File: config.mk
export PLATFORM = sky130hd
export DESIGN_NAME = pcie4_cfg_msix_irq_sched
export DESIGN_NICKNAME = d
export VERILOG_FILES = /design/src/rtl/pcie4_cfg_msix_irq_sched_pkg.sv /design/src/rtl/pcie4_cfg_msix_irq_sched_rr_arbiter.sv /design/src/rtl/pcie4_cfg_msix_irq_sched.sv
export SDC_FILE = /design/constraint.sdc
export NUM_CORES = 1
export LEC_CHECK = 0
export CAP_MARGIN = 20
export CORE_MARGIN = 5
export CORE_UTILIZATION = 40
export CTS_CLUSTER_SIZE = 16
export DETAILED_ROUTE_END_ITERATION = 10
export GPL_ROUTABILITY_DRIVEN = 0
export HOLD_SLACK_MARGIN = 0.05
export PLACE_DENSITY = 0.75
export SYNTH_ARGS = -nofsm -noshare
export SYNTH_HDL_FRONTEND = slang
export SYNTH_SLANG_ARGS = --single-unit
export TNS_END_PERCENT = 30
File: constraint.sdc
create_clock -name aclk -period 2.6 [get_ports aclk]
set_input_delay 0.52 -clock aclk [delete_from_list [all_inputs] [get_ports aclk]]
set_output_delay 0.52 -clock aclk [all_outputs]
set_load 0.01 [all_outputs]
File: src/rtl/pcie4_cfg_msix_irq_sched_pkg.sv
// Shared types and constants for the PCIe4 MSI-X interrupt scheduler.
package pcie4_msix_sched_pkg;

    typedef enum logic [1:0] {
        IDLE    = 2'd0,
        ISSUE   = 2'd1,
        WAIT    = 2'd2,
        BACKOFF = 2'd3
    } state_t;

    localparam int MSIX_DATA_W = 32;
    localparam int MSIX_ADDR_W = 64;

    // Bits needed to index 'value' distinct items (0 for value <= 1).
    function automatic int clog2(input int value);
        int bits;
        bits = 0;
        for (int v = value - 1; v > 0; v = v >> 1) begin
            bits = bits + 1;
        end
        return bits;
    endfunction

endpackage

File: src/rtl/pcie4_cfg_msix_irq_sched_rr_arbiter.sv
// Combinational round-robin picker: first asserted request after ptr, wrapping.
module rr_arbiter
    import pcie4_msix_sched_pkg::*;
#(
    parameter int N     = 8,
    parameter int IDX_W = (N > 1) ? clog2(N) : 1
) (
    input  logic [N-1:0]     req,
    input  logic [IDX_W-1:0] ptr,
    output logic             valid,
    output logic [IDX_W-1:0] idx
);

    int cand;

    // Walk from the farthest offset to the nearest so the nearest hit wins last.
    always_comb begin
        valid = 1'b0;
        idx   = '0;
        cand  = 0;
        for (int off = N; off >= 1; off--) begin
            cand = int'(ptr) + off;
            if (cand >= N) begin
                cand = cand - N;
            end
            if (req[cand[IDX_W-1:0]]) begin
                valid = 1'b1;
                idx   = cand[IDX_W-1:0];
            end
        end
    end

endmodule

File: src/rtl/pcie4_cfg_msix_irq_sched.sv
// MSI-X interrupt scheduler: latches source edges as pending and issues them
// one at a time on the PCIe4 cfg MSI-X port, retrying after fail or timeout.
module pcie4_cfg_msix_irq_sched
    import pcie4_msix_sched_pkg::*;
#(
    parameter int N_SRC     = 8,
    parameter int FUNC_NUM  = 0,
    parameter int TIMEOUT   = 1023,
    parameter int RETRY_GAP = 15,
    parameter int ERR_CNT_W = 16
) (
    input  logic                   aclk,
    input  logic                   areset,
    input  logic [N_SRC-1:0]       irq_req,
    output logic [N_SRC-1:0]       irq_ack,
    input  logic [3:0]             m_enable,
    input  logic [3:0]             m_mask,
    output logic [MSIX_DATA_W-1:0] m_data,
    output logic [MSIX_ADDR_W-1:0] m_address,
    output logic                   m_int_vector,
    input  logic                   m_sent,
    input  logic                   m_fail,
    output logic [7:0]             m_function_number,
    output logic [1:0]             m_vec_pending,
    output logic [2:0]             m_attr,
    output logic                   m_tph_present,
    output logic [1:0]             m_tph_type,
    output logic [7:0]             m_tph_st_tag,
    output logic                   busy,
    output logic [ERR_CNT_W-1:0]   err_count
);

    localparam int         IDX_W   = (N_SRC > 1) ? clog2(N_SRC) : 1;
    localparam int         CNT_MAX = (TIMEOUT > RETRY_GAP) ? TIMEOUT : RETRY_GAP;
    localparam int         CNT_W   = clog2(CNT_MAX + 1);
    localparam logic [1:0] FSEL    = FUNC_NUM[1:0];

    state_t             state;
    state_t             state_nxt;
    logic [N_SRC-1:0]   req_q;
    logic [N_SRC-1:0]   req_qq;
    logic [N_SRC-1:0]   rise;
    logic [N_SRC-1:0]   pending;
    logic [N_SRC-1:0]   grant_hot;
    logic [IDX_W-1:0]   grant;
    logic [IDX_W-1:0]   ptr;
    logic [CNT_W-1:0]   cnt;
    logic               gate;
    logic               arb_valid;
    logic [IDX_W-1:0]   arb_idx;
    logic               timed_out;
    logic               sent_ok;
    logic               wait_err;
    logic               unused_ok;

    rr_arbiter #(.N(N_SRC), .IDX_W(IDX_W)) u_arb (
        .req   (pending),
        .ptr   (ptr),
        .valid (arb_valid),
        .idx   (arb_idx)
    );

    assign rise      = req_q & ~req_qq;
    assign gate      = m_enable[FSEL] & ~m_mask[FSEL];
    assign grant_hot = N_SRC'(1) << grant;
    assign timed_out = (cnt == CNT_W'(TIMEOUT));
    // Sent wins over a simultaneous fail.
    assign sent_ok   = (state == WAIT) && m_sent;
    assign wait_err  = (state == WAIT) && !m_sent && (m_fail || timed_out);

    always_comb begin
        state_nxt = state;
        case (state)
            IDLE:    if (gate && arb_valid) state_nxt = ISSUE;
            ISSUE:   state_nxt = WAIT;
            WAIT:    if (sent_ok) state_nxt = IDLE;
                     else if (wait_err) state_nxt = BACKOFF;
            BACKOFF: if (cnt == CNT_W'(RETRY_GAP)) state_nxt = IDLE;
            default: state_nxt = IDLE;
        endcase
    end

    // NOTE: state registers use non-blocking assignments so every flop samples pre-edge values.
    always_ff @(posedge aclk or posedge areset) begin
        if (areset) begin
            state     <= IDLE;
            req_q     <= '0;
            req_qq    <= '0;
            pending   <= '0;
            grant     <= '0;
            ptr       <= '0;
            cnt       <= '0;
            irq_ack   <= '0;
            err_count <= '0;
        end else begin
            state   <= state_nxt;
            req_q   <= irq_req;
            req_qq  <= req_q;
            irq_ack <= sent_ok ? grant_hot : '0;
            // A fresh edge wins over a same-cycle clear so it is never dropped.
            pending <= (pending & ~(sent_ok ? grant_hot : '0)) | rise;
            if (state == IDLE && state_nxt == ISSUE) begin
                grant <= arb_idx;
            end
            if (sent_ok) begin
                ptr <= grant;
            end
            if (wait_err && (err_count != '1)) begin
                err_count <= err_count + 1'b1;
            end
            case (state)
                ISSUE:   cnt <= CNT_W'(1);
                WAIT:    cnt <= wait_err ? CNT_W'(1) : cnt + 1'b1;
                BACKOFF: cnt <= cnt + 1'b1;
                default: cnt <= '0;
            endcase
        end
    end

    assign m_int_vector      = (state == ISSUE);
    assign busy              = (state != IDLE);
    assign m_data            = MSIX_DATA_W'(grant);
    assign m_address         = '0;
    assign m_function_number = 8'(FUNC_NUM);
    assign m_vec_pending     = '0;
    assign m_attr            = '0;
    assign m_tph_present     = 1'b0;
    assign m_tph_type        = '0;
    assign m_tph_st_tag      = '0;
    assign unused_ok         = ^{m_enable, m_mask};

endmodule
==> results.tsv, run 1 <==
stage	metric	value	unit
logic_synthesis	ys.flop_type	dfrtp_1	
placement	dp_hpwl	5956	um
finish	final_nets	491	
power_and_ir_drop	p_clk_share	23.6	%
route	drc	0	
timing	final_max_slew_viol_count	0	
logic_synthesis	synth_most_common_cell	buf_4	
power_and_ir_drop	vdd_drop_max	0.0004608	V
logic_synthesis	netlist_area	4174	um2
timing	hold_violations	0	
finish	layout.cells.non_filler	608	
timing	finalSetupTns	0	ns
floorplan	fp.dieArea	12580	um2
cts	ctsHtreeMaxLevel	3	
timing	fin_crit	2.490	ns
critical_path	r2r.worst_path.cells	8	
route	wl_per_cell	13.48	um
logic_synthesis	yosysTopAreaCellShare	39.57	%
critical_path	start_kind	flip-flop	
cts	cts_resized	0	
cts	cts_tree	built	
route	num_vias	2833	
route	met1_length	3104	um
global_route	antenna_found_initial	0	
power_and_ir_drop	intPower	2503	uW
logic_synthesis	syn_inst	417	
cts	post_cts_buffers	0	
timing	fin_skew	0.008496	ns
floorplan	core-area	10230	um2
logic_synthesis	async_reset_ff_share	100.0	%
global_route	grt_max_degree	67	
global_route	grt_overflow	0	
timing	relSlewSlack	57.08	%
logic_synthesis	yosysUniqueCellTypes	51	
cts	hold_buffers	0	
critical_path	worst_ep_required_time	2.82	ns
cts	clock_latency	0.34	ns
power_and_ir_drop	switchingPower	1589	uW
global_route	grtUsageTotal	12.66	%
logic_synthesis	synth_enable_flop_cells	0	
route	drt_iter0_drc	174	
finish	num_antenna_cells	0	
run_status	status	finished, final reports clean	
route	routed-wl-met2	4218	um
timing	fmax	401.5	MHz
finish	area_growth	10.01	%
floorplan	fp-row-count	37	
power_and_ir_drop	power_density	891.2	nW/um2
cts	root_buffer	clkbuf_8	
logic_synthesis	ys_seq_area_share	39.57	%
power_and_ir_drop	seqPwrFrac	34.4	%
route	viasPerCell	4.660	
cts	cts-buffers-inserted	9	
timing	setup_viol	0	
logic_synthesis	avgSynthCellArea	10.01	um2
floorplan	die_w	112.2	um
global_route	grt_pass1_wl	13110	um
route	dr.pass1.iters	5	
timing	tightestPinTransition	0.6370	ns
logic_synthesis	ys_warn_count	0	
logic_synthesis	yosys-top-cells-area	dfrtp_1 (40%), buf_4 (21%), mux2i_1 (3.8%), mux4_2 (3.8%), xnor2_1 (2.9%)	
critical_path	critPathKind	flip-flop to flip-flop	
cts	clk_pin_slew	0.08	ns
timing	grt_setup_unrepaired	false	
logic_synthesis	ys_seq_elements	66	
power_and_ir_drop	swShare	38.84	%
floorplan	die_h	112.2	um
logic_synthesis	yosys.area.top_type	dfrtp_1	
floorplan	pin_count	166	
critical_path	crit_path_max_fanout	10	
critical_path	cp.arrival	2.71	ns
route	drt_wl_total	8194	um
power_and_ir_drop	combPwrFrac	42.0	%
flow_run	cap_violations	0	
floorplan	initial_core_util	40.80	%
timing	finalCritPeriodShare	95.79	%
route	routed-wl-met3	709	um
placement	port_buffers	42	
cts	ctsLongestPathBuffers	2	
logic_synthesis	synthTopCellsByCount	buf_4 (118), dfrtp_1 (66), nor2_1 (25)	
route	top_layer_used	met4	
worst_hold_path	hold_class	flip-flop to flip-flop	
power_and_ir_drop	power_leakage	0.002101	uW
route	final_antenna_net_count	0	
placement	dp.cells	592	
cts	cts_sinks	66	
worst_hold_path	holdPathStages	0	
global_route	grt_pass1_vias	2657	
critical_path	cp-end-kind	flip-flop	
finish	layout-drive-gt1-share	9.746	%
==> logic make-up after synthesis <==
| kind of cell | count (synthesis) | share of synthesized area (%) |
|---|---|---|
| adders and majority gates | 4 | 1.199 |
| and+or+nand+nor | 100 | 12.05 |
| muxes | 29 | 9.592 |
| DFF | 66 | 39.57 |
| buffers and inverters | 145 | 23.89 |
| xor gates and xnor gates | 25 | 5.246 |
| other | 1 | 0.08984 |
| AOI/OAI and AO/OA | 47 | 8.363 |
==> state kept, by name, indices dropped and copies added (netlist names) <==
signal and flops:
req_qq 8, pending 8, irq_ack 8, cnt 10, err_count 16, state 2, grant 3, req_q 8
ptr 3
==> power groups by stage <==
stage               sequential [uW]  combinational, uW  clock, uW
floorplan                      1370               1400          0
global placement               1410               1640          0
detailed placement             1420               1690          0
CTS                            1400               1700        988
global route                   1440               1870       1030
finish                         1410               1720        968
==> area by class of cell <==
class	instances	area, um2
well taps	136	170.2
fillers	941	5639
clock inverters	7	101.3
clock buffers	9	123.9
multi-input cells	322	1989
flip-flops and latches	66	1652
repair buffers	48	478.0
inverters	20	77.57
==> metal layers <==
layer,vias up,track usage [%]
met3,13,3.019
met4,0,5.529
met1,1378,15.32
met5,-,0
met2,143,21.49
li1,1299,-
==> per-stage QoR <==
| step | power, uW | area (um2) | utilization [%] | hold WS (ns) | setup slack [ns] |
|---|---|---|---|---|---|
| final | 4092 | 4592 | 44.88 | 0.3756 | 0.1095 |
| after global routing | 4340 | 4592 | 44.88 | 0.3925 | 0.004710 |
| after CTS | 4094 | 4587 | 44.83 | 0.3794 | 0.07507 |
| after detailed placement | 3113 | 4362 | 42.63 | 0.3616 | 0.09741 |
| after global placement | 3049 | 4362 | 42.63 | 0.3587 | 0.1752 |
| after floorplan | 2774 | 4641 | - | 0.3537 | 0.03573 |
==> path summary, 6_finish.rpt <==
kind                                         start                   end  slack (ns)
worst min register to register  req_q[5]$_DFF_PP0_   req_qq[5]$_DFF_PP0_        0.38
worst max-delay path            ptr[0]$_DFFE_PP0P_  grant[2]$_DFFE_PP0P_        0.11
worst max register to register  ptr[0]$_DFFE_PP0P_  grant[2]$_DFFE_PP0P_        0.11
worst min-delay path            req_q[5]$_DFF_PP0_   req_qq[5]$_DFF_PP0_        0.38
min in group asynchronous                   areset  irq_ack[4]$_DFF_PP0_        0.58
max in group asynchronous                   areset    ptr[1]$_DFFE_PP0P_        1.76
==> critical path, stage by stage (launching register included) <==
cell      delay (ns)
dfrtp_1         0.39
inv_4           0.07
ha_4            0.36
mux4_2          0.60
a22oi_2         0.23
nor3_1          0.07
a211oi_1        0.26
a221oi_2        0.06
o32a_2          0.33
==> cells in the final DEF, fill, tap and decap left out, types with 3 or more instances in the layout <==
cell type	instances
conb_1	117
nor4_1	3
and3_1	4
dfrtp_1	66
nor3_1	8
mux2i_1	16
clkdlybuf4s50_1	42
mux4_2	7
nand4_1	6
inv_1	18
ha_1	3
and4_1	5
nand2b_1	4
xnor2_1	14
mux2_2	5
nand3_1	10
nor2_1	25
buf_4	5
xor2_1	11
nand2_1	24
clkbuf_8	9
o21ai_0	18
a21oi_1	5
Note: power is estimated with default switching activity, not from simulation.
==> inputs of run 2 (changes only) <==
--- a/config.mk
+++ b/config.mk
@@ -13,6 +13,7 @@
 export GPL_ROUTABILITY_DRIVEN = 0
 export HOLD_SLACK_MARGIN = 0.05
 export PLACE_DENSITY = 0.75
+export RECOVER_POWER = 25
 export SYNTH_ARGS = -nofsm -noshare
 export SYNTH_HDL_FRONTEND = slang
 export SYNTH_SLANG_ARGS = --single-unit
==> run 2 against run 1 <==
Compared with the run above: the run now ends with capacitance limit, slew limit left; register-to-register slack barely moved; clock skew fell by 0.0010 ns; non-clock buffer count did not move.
==> results.tsv, run 2 (synthesized netlist as in run 1, its figures left out) <==
stage	metric	value	unit
finish	final_common_cell	conb_1	
timing	finalCritPeriodShare	95.54	%
critical_path	cp-end-kind	flip-flop	
global_route	antenna_found_initial	0	
global_route	grt_max_degree	67	
critical_path	r2r-end	grant[2]$_DFFE_PP0P_	
timing	finalSetupTns	0	ns
global_route	grtUsageTotal	12.66	%
route	drc	0	
placement	dp.cells	592	
critical_path	path_depth	8	
floorplan	core-area	10230	um2
run_status	violations	capacitance limit, slew limit	
critical_path	cp.buffers_inverters	1	
power_and_ir_drop	seqPwrFrac	34.4	%
route	drt_wl_total	8196	um
timing	fmax	402.6	MHz
global_route	grt_pass1_vias	2657	
timing	grt_setup_unrepaired	false	
global_route	grt_pass1_wl	13110	um
critical_path	worst_ep_required_time	2.82	ns
floorplan	fp-row-count	37	
finish	area_growth	9.652	%
floorplan	die_h	112.2	um
finish	num_antenna_cells	0	
power_and_ir_drop	power_density	892.8	nW/um2
critical_path	cp.arrival	2.71	ns
placement	dp_hpwl	5956	um
cts	cts-buffers-inserted	9	
critical_path	critPathKind	flip-flop to flip-flop	
power_and_ir_drop	intPower	2498	uW
timing	setup_viol	0	
floorplan	fp.dieArea	12580	um2
critical_path	critPathLaunch	ptr[0]$_DFFE_PP0P_	
critical_path	r2r_start	ptr[0]$_DFFE_PP0P_	
run_status	status	finished with violations	
critical_path	cpMaxStageDelayCell	mux4_2	
finish	layout-drive-gt1-share	9.534	%
power_and_ir_drop	vdd_drop_max	0.0004568	V
finish	regMostFlops	err_count	
cts	ctsLongestPathBuffers	2	
finish	reg.largest.list	err_count: 16 flops, cnt: 10 flops	
critical_path	crit_family	compound AO/OA/AOI/OAI gates	
cts	clock_latency	0.34	ns
flow_run	cap_violations	1	
worst_hold_path	hold_start	req_q[5]$_DFF_PP0_	
timing	relSlewSlack	-3.845	%
timing	final_max_slew_viol_count	67	
route	viasPerCell	4.630	
worst_hold_path	hold_end	req_qq[5]$_DFF_PP0_	
critical_path	crit_path_max_fanout	10	
critical_path	worstPathCellList	inv_4, ha_4, mux4_2, a22oi_2, nor3_1, a211oi_1, a221oi_2, o32a_2	
timing	fin_crit	2.484	ns
power_and_ir_drop	swShare	38.87	%
timing	tightestPinTransition	1.558	ns
floorplan	die_w	112.2	um
route	final_antenna_net_count	0	
critical_path	reg2reg_slack	0.12	ns
power_and_ir_drop	power_leakage	0.002095	uW
finish	largest_register_ffs	16	
finish	final_nets	491	
cts	cts_sinks	66	
route	dr.pass1.iters	4	
placement	port_buffers	42	
cts	clk_pin_slew	0.08	ns
route	wl_per_cell	13.48	um
power_and_ir_drop	switchingPower	1588	uW
finish	layout.cells.non_filler	608	
route	drt_iter0_drc	172	
power_and_ir_drop	p_clk_share	23.7	%
timing	fin_skew	0.007496	ns
cts	ctsHtreeMaxLevel	3	
critical_path	r2r.worst_path.cells	8	
timing	hold_violations	0	
critical_path	start_kind	flip-flop	
worst_hold_path	holdPathStages	0	
cts	cts_tree	built	
worst_hold_path	hold_class	flip-flop to flip-flop	
floorplan	initial_core_util	40.80	%
power_and_ir_drop	combPwrFrac	41.9	%
cts	root_buffer	clkbuf_8	
global_route	grt_overflow	0	
route	num_vias	2815	
floorplan	pin_count	166	
critical_path	slowest_delay	0.60	ns
finish	final_cell_mix	conb_1 (117), dfrtp_1 (66), clkdlybuf4s50_1 (33)	
[run 2: changes by cell type in the layout (fill, tap and decap cells not counted), sizes merged]
cell	change
clkinv	+1
clkdlybuf4s50	-9
dlygate4sd3	+9
inv	-1
clkbuf	+1
buf	-1
[run 2: through the flow]
step / setup slack, ns / util (%) / total power [uW] / hold WS (ns) / cell area (um2)
6_report: 0.1160 / 44.74 / 4086 / 0.3763 / 4577
5_1_grt: 0.004710 / 44.74 / 4334 / 0.3925 / 4577
4_1_cts: 0.07507 / 44.83 / 4094 / 0.3794 / 4587
3_5_place_dp: 0.09741 / 42.63 / 3113 / 0.3616 / 4362
3_3_place_gp: 0.1752 / 42.63 / 3049 / 0.3587 / 4362
2_1_floorplan: 0.03573 / - / 2774 / 0.3537 / 4641
[run 2: area by class of cell]
type | instances | area (um2)
clock buffer | 9 | 123.9
clock inverter | 7 | 101.3
fill | 943 | 5654
inverter | 20 | 77.57
multi-input combinational | 322 | 1989
sequential | 66 | 1652
tap | 136 | 170.2
timing repair buffer | 48 | 462.9
[run 2: worst reg2reg max path: stages (launching register included)]
cell	delay, ns
dfrtp_1	0.39
inv_4	0.07
ha_4	0.36
mux4_2	0.60
a22oi_2	0.23
nor3_1	0.07
a211oi_1	0.25
a221oi_2	0.06
o32a_2	0.33
[run 2: power by group through the flow]
stage | Sequential [uW] | Combinational, uW | Clock (uW)
after floorplan | 1370 | 1400 | 0
after global placement | 1410 | 1640 | 0
after detailed placement | 1420 | 1690 | 0
after CTS | 1400 | 1700 | 988
after global routing | 1440 | 1870 | 1030
final | 1400 | 1710 | 968
[run 2: timing repair]
item | 4_1_cts | 5_1_grt
buffers inserted | 0 | 0
hold buffers | 0 | 0
endpoints found under the hold margin | 0 | 0
setup endpoints to repair | 0 | 1
resized for setup | 0 | 1
[run 2: worst max path at each step]
stage / end / slack, ns
floorplan: grant[2]$_DFFE_PP0P_ / 0.04
global placement: grant[2]$_DFFE_PP0P_ / 0.18
detailed placement: grant[2]$_DFFE_PP0P_ / 0.1
CTS: grant[2]$_DFFE_PP0P_ / 0.08
global route: grant[2]$_DFFE_PP0P_ / 0.005
finish: grant[2]$_DFFE_PP0P_ / 0.12
[run 2: routing by layer]
metal | global-route usage (%) | routed length (um) | vias up
met5 | 0 | 0 | -
met4 | 5.529 | 133 | 0
met3 | 3.019 | 777 | 10
met2 | 21.49 | 4180 | 146
met1 | 15.32 | 3104 | 1367
li1 | - | - | 1292
==> inputs of run 3 (changes only) <==
--- a/config.mk
+++ b/config.mk
@@ -12,7 +12,8 @@
 export DETAILED_ROUTE_END_ITERATION = 10
 export GPL_ROUTABILITY_DRIVEN = 0
 export HOLD_SLACK_MARGIN = 0.05
-export PLACE_DENSITY = 0.75
+export MAX_ROUTING_LAYER = met4
+export PLACE_DENSITY = 0.72
 export RECOVER_POWER = 25
 export SYNTH_ARGS = -nofsm -noshare
 export SYNTH_HDL_FRONTEND = slang
==> constraint.sdc (replaced) <==
create_clock -name aclk -period 2.4 [get_ports aclk]
set_input_delay 0.48 -clock aclk [delete_from_list [all_inputs] [get_ports aclk]]
set_output_delay 0.48 -clock aclk [all_outputs]
set_load 0.01 [all_outputs]
==> run 3 against run 2 <==
Compared with the run above: the flow finishes with violations (setup timing); combinational power up 21%; maximum frequency up 2.5%; non-clock buffer count up 13; design area up 1.9%; register-to-register slack worse by 0.14 ns; sequential power up 7%.
==> results.tsv, run 3 (synthesized netlist as in run 1, its figures left out) <==
stage	metric	value	unit
run_status	status	finished with violations	
run_status	violations	setup timing	
timing	fin_crit	2.423	ns
power_and_ir_drop	power_leakage	0.002151	uW
finish	fillers	945	
power_and_ir_drop	combPwrFrac	46.2	%
floorplan	fp.dieArea	12580	um2
cts	clock_latency	0.33	ns
global_route	antenna_found_initial	0	
finish	area_growth	11.78	%
finish	final_common_cell	conb_1	
cts	clk_pin_slew	0.07	ns
critical_path	cpMaxStageDelayCell	mux4_2	
critical_path	start_kind	flip-flop	
power_and_ir_drop	intPower	2785	uW
finish	num_antenna_cells	0	
critical_path	crit_family	compound AO/OA/AOI/OAI gates	
timing	relSlewSlack	50.90	%
cts	ctsHtreeMaxLevel	3	
critical_path	r2r_start	ptr[0]$_DFFE_PP0P_	
timing	finalCritPeriodShare	101.0	%
critical_path	critPathKind	flip-flop to flip-flop	
global_route	grt_pass1_vias	2778	
critical_path	cp.buffers_inverters	1	
global_route	grt_max_degree	47	
floorplan	die_h	112.2	um
critical_path	r2r-end	grant[2]$_DFFE_PP0P_	
route	drt_wl_total	8172	um
finish	regArea	1652	um2
cts	cts_sinks	66	
power_and_ir_drop	seqPwrFrac	33.4	%
finish	multi_input_area	2007	um2
critical_path	worst_ep_required_time	2.62	ns
floorplan	pin_count	166	
power_and_ir_drop	switchingPower	1698	uW
route	dr.pass1.iters	5	
global_route	grt_pass1_wl	13280	um
timing	hold_violations	0	
power_and_ir_drop	p_clk_share	20.4	%
critical_path	crit_path_max_fanout	6	
floorplan	die_w	112.2	um
finish	final_cell_mix	conb_1 (117), dfrtp_1 (66), clkdlybuf4s50_1 (32)	
timing	hold_slack	0.3768	ns
global_route	grtUsageTotal	13.02	%
critical_path	reg2reg_slack	-0.02	ns
timing	grt_setup_unrepaired	true	
route	drt_iter0_drc	183	
power_and_ir_drop	swShare	37.87	%
critical_path	critPathLaunch	ptr[0]$_DFFE_PP0P_	
global_route	grt_overflow	0	
timing	fmax	412.6	MHz
route	wl_per_cell	13.20	um
cts	cts_tree	built	
critical_path	path_depth	8	
timing	fin_skew	0.01307	ns
floorplan	fp-row-count	37	
critical_path	slowest_delay	0.61	ns
critical_path	crit_end	grant[2]$_DFFE_PP0P_	
floorplan	initial_core_util	40.80	%
cts	root_buffer	clkbuf_8	
finish	reg.largest.list	err_count: 16 flops, cnt: 10 flops	
worst_hold_path	hold_class	flip-flop to flip-flop	
timing	setup_viol	2	
finish	final_nets	504	
route	num_vias	2886	
finish	largest_register_ffs	16	
flow_run	cap_violations	0	
floorplan	core-area	10230	um2
cts	cts-buffers-inserted	9	
route	final_antenna_net_count	0	
route	drc	0	
timing	setup_ws	-0.02338	ns
cts	ctsLongestPathBuffers	2	
placement	port_buffers	42	
finish	layout-drive-gt1-share	11.80	%
critical_path	cp-end-kind	flip-flop	
timing	final_max_slew_viol_count	0	
power_and_ir_drop	power_density	960.8	nW/um2
route	viasPerCell	4.662	
power_and_ir_drop	vdd_drop_max	0.0005137	V
critical_path	r2r.worst_path.cells	8	
timing	tightestPinTransition	0.7357	ns
placement	dp_hpwl	6092	um
critical_path	worstPathCellList	inv_4, ha_4, mux4_2, a22oi_2, nor3_1, a211oi_2, a221oi_2, o32a_2	
finish	regMostFlops	err_count	
finish	fin_util	45.60	%
critical_path	cp.arrival	2.64	ns
==> run 3: through the flow <==
stage	std cells	worst slack [ns]	setup TNS [ns]	power (uW)	cell area (um2)
final	619	-0.02338	-0.03499	4483	4666
after global routing	619	-0.09883	-0.3477	4763	4666
after CTS	619	0.003396	0	4489	4664
after detailed placement	601	-0.08029	-0.08746	3460	4429
after global placement	601	0.01178	0	3395	4429
after floorplan	533	-0.1437	-0.4567	3006	4641
==> run 3: routing by layer <==
metal,share of wire (%),global-route usage [%],vias to the layer above
met1,41,15.95,1407
met3,8.0,2.426,20
met5,0,-,-
li1,-,-,1315
met2,49,20.82,144
met4,2.3,6.170,0
==> run 3: what timing repair did <==
action | 4_1_cts | 5_1_grt
buffers inserted | 4 | 0
hold buffers | 0 | 0
endpoints found under the setup margin | 3 | 4
gates resized for setup | 4 | 2
endpoints found under the hold margin | 0 | 0
pin swaps | 1 | 1
==> run 3: cell type report <==
class	instances	area share (%)
Sequential cell	66	35.40
Clock inverter	2	0.8045
Inverter	20	1.663
Tap cell	136	3.647
Clock buffer	12	3.325
Multi-Input combinational cell	322	43.01
Timing Repair Buffer	61	12.15
==> run 3: worst min-delay path by stage <==
stage / start / to / slack (ns) / depth (start not counted)
6_report: req_q[2]$_DFF_PP0_ / req_qq[2]$_DFF_PP0_ / 0.38 / 0
5_1_grt: req_q[1]$_DFF_PP0_ / req_qq[1]$_DFF_PP0_ / 0.39 / 0
4_1_cts: req_q[1]$_DFF_PP0_ / req_qq[1]$_DFF_PP0_ / 0.37 / 0
3_5_place_dp: req_q[3]$_DFF_PP0_ / req_qq[3]$_DFF_PP0_ / 0.36 / 0
3_3_place_gp: req_q[2]$_DFF_PP0_ / req_qq[2]$_DFF_PP0_ / 0.36 / 0
2_1_floorplan: req_q[0]$_DFF_PP0_ / req_qq[0]$_DFF_PP0_ / 0.35 / 0
==> run 3: power by group through the flow <==
stage | Combinational (uW) | Sequential [uW] | Clock, uW
5_1_grt | 2240 | 1530 | 986
3_3_place_gp | 1890 | 1510 | 0
6_report | 2070 | 1500 | 914
3_5_place_dp | 1940 | 1520 | 0
4_1_cts | 2050 | 1500 | 941
2_1_floorplan | 1520 | 1490 | 0
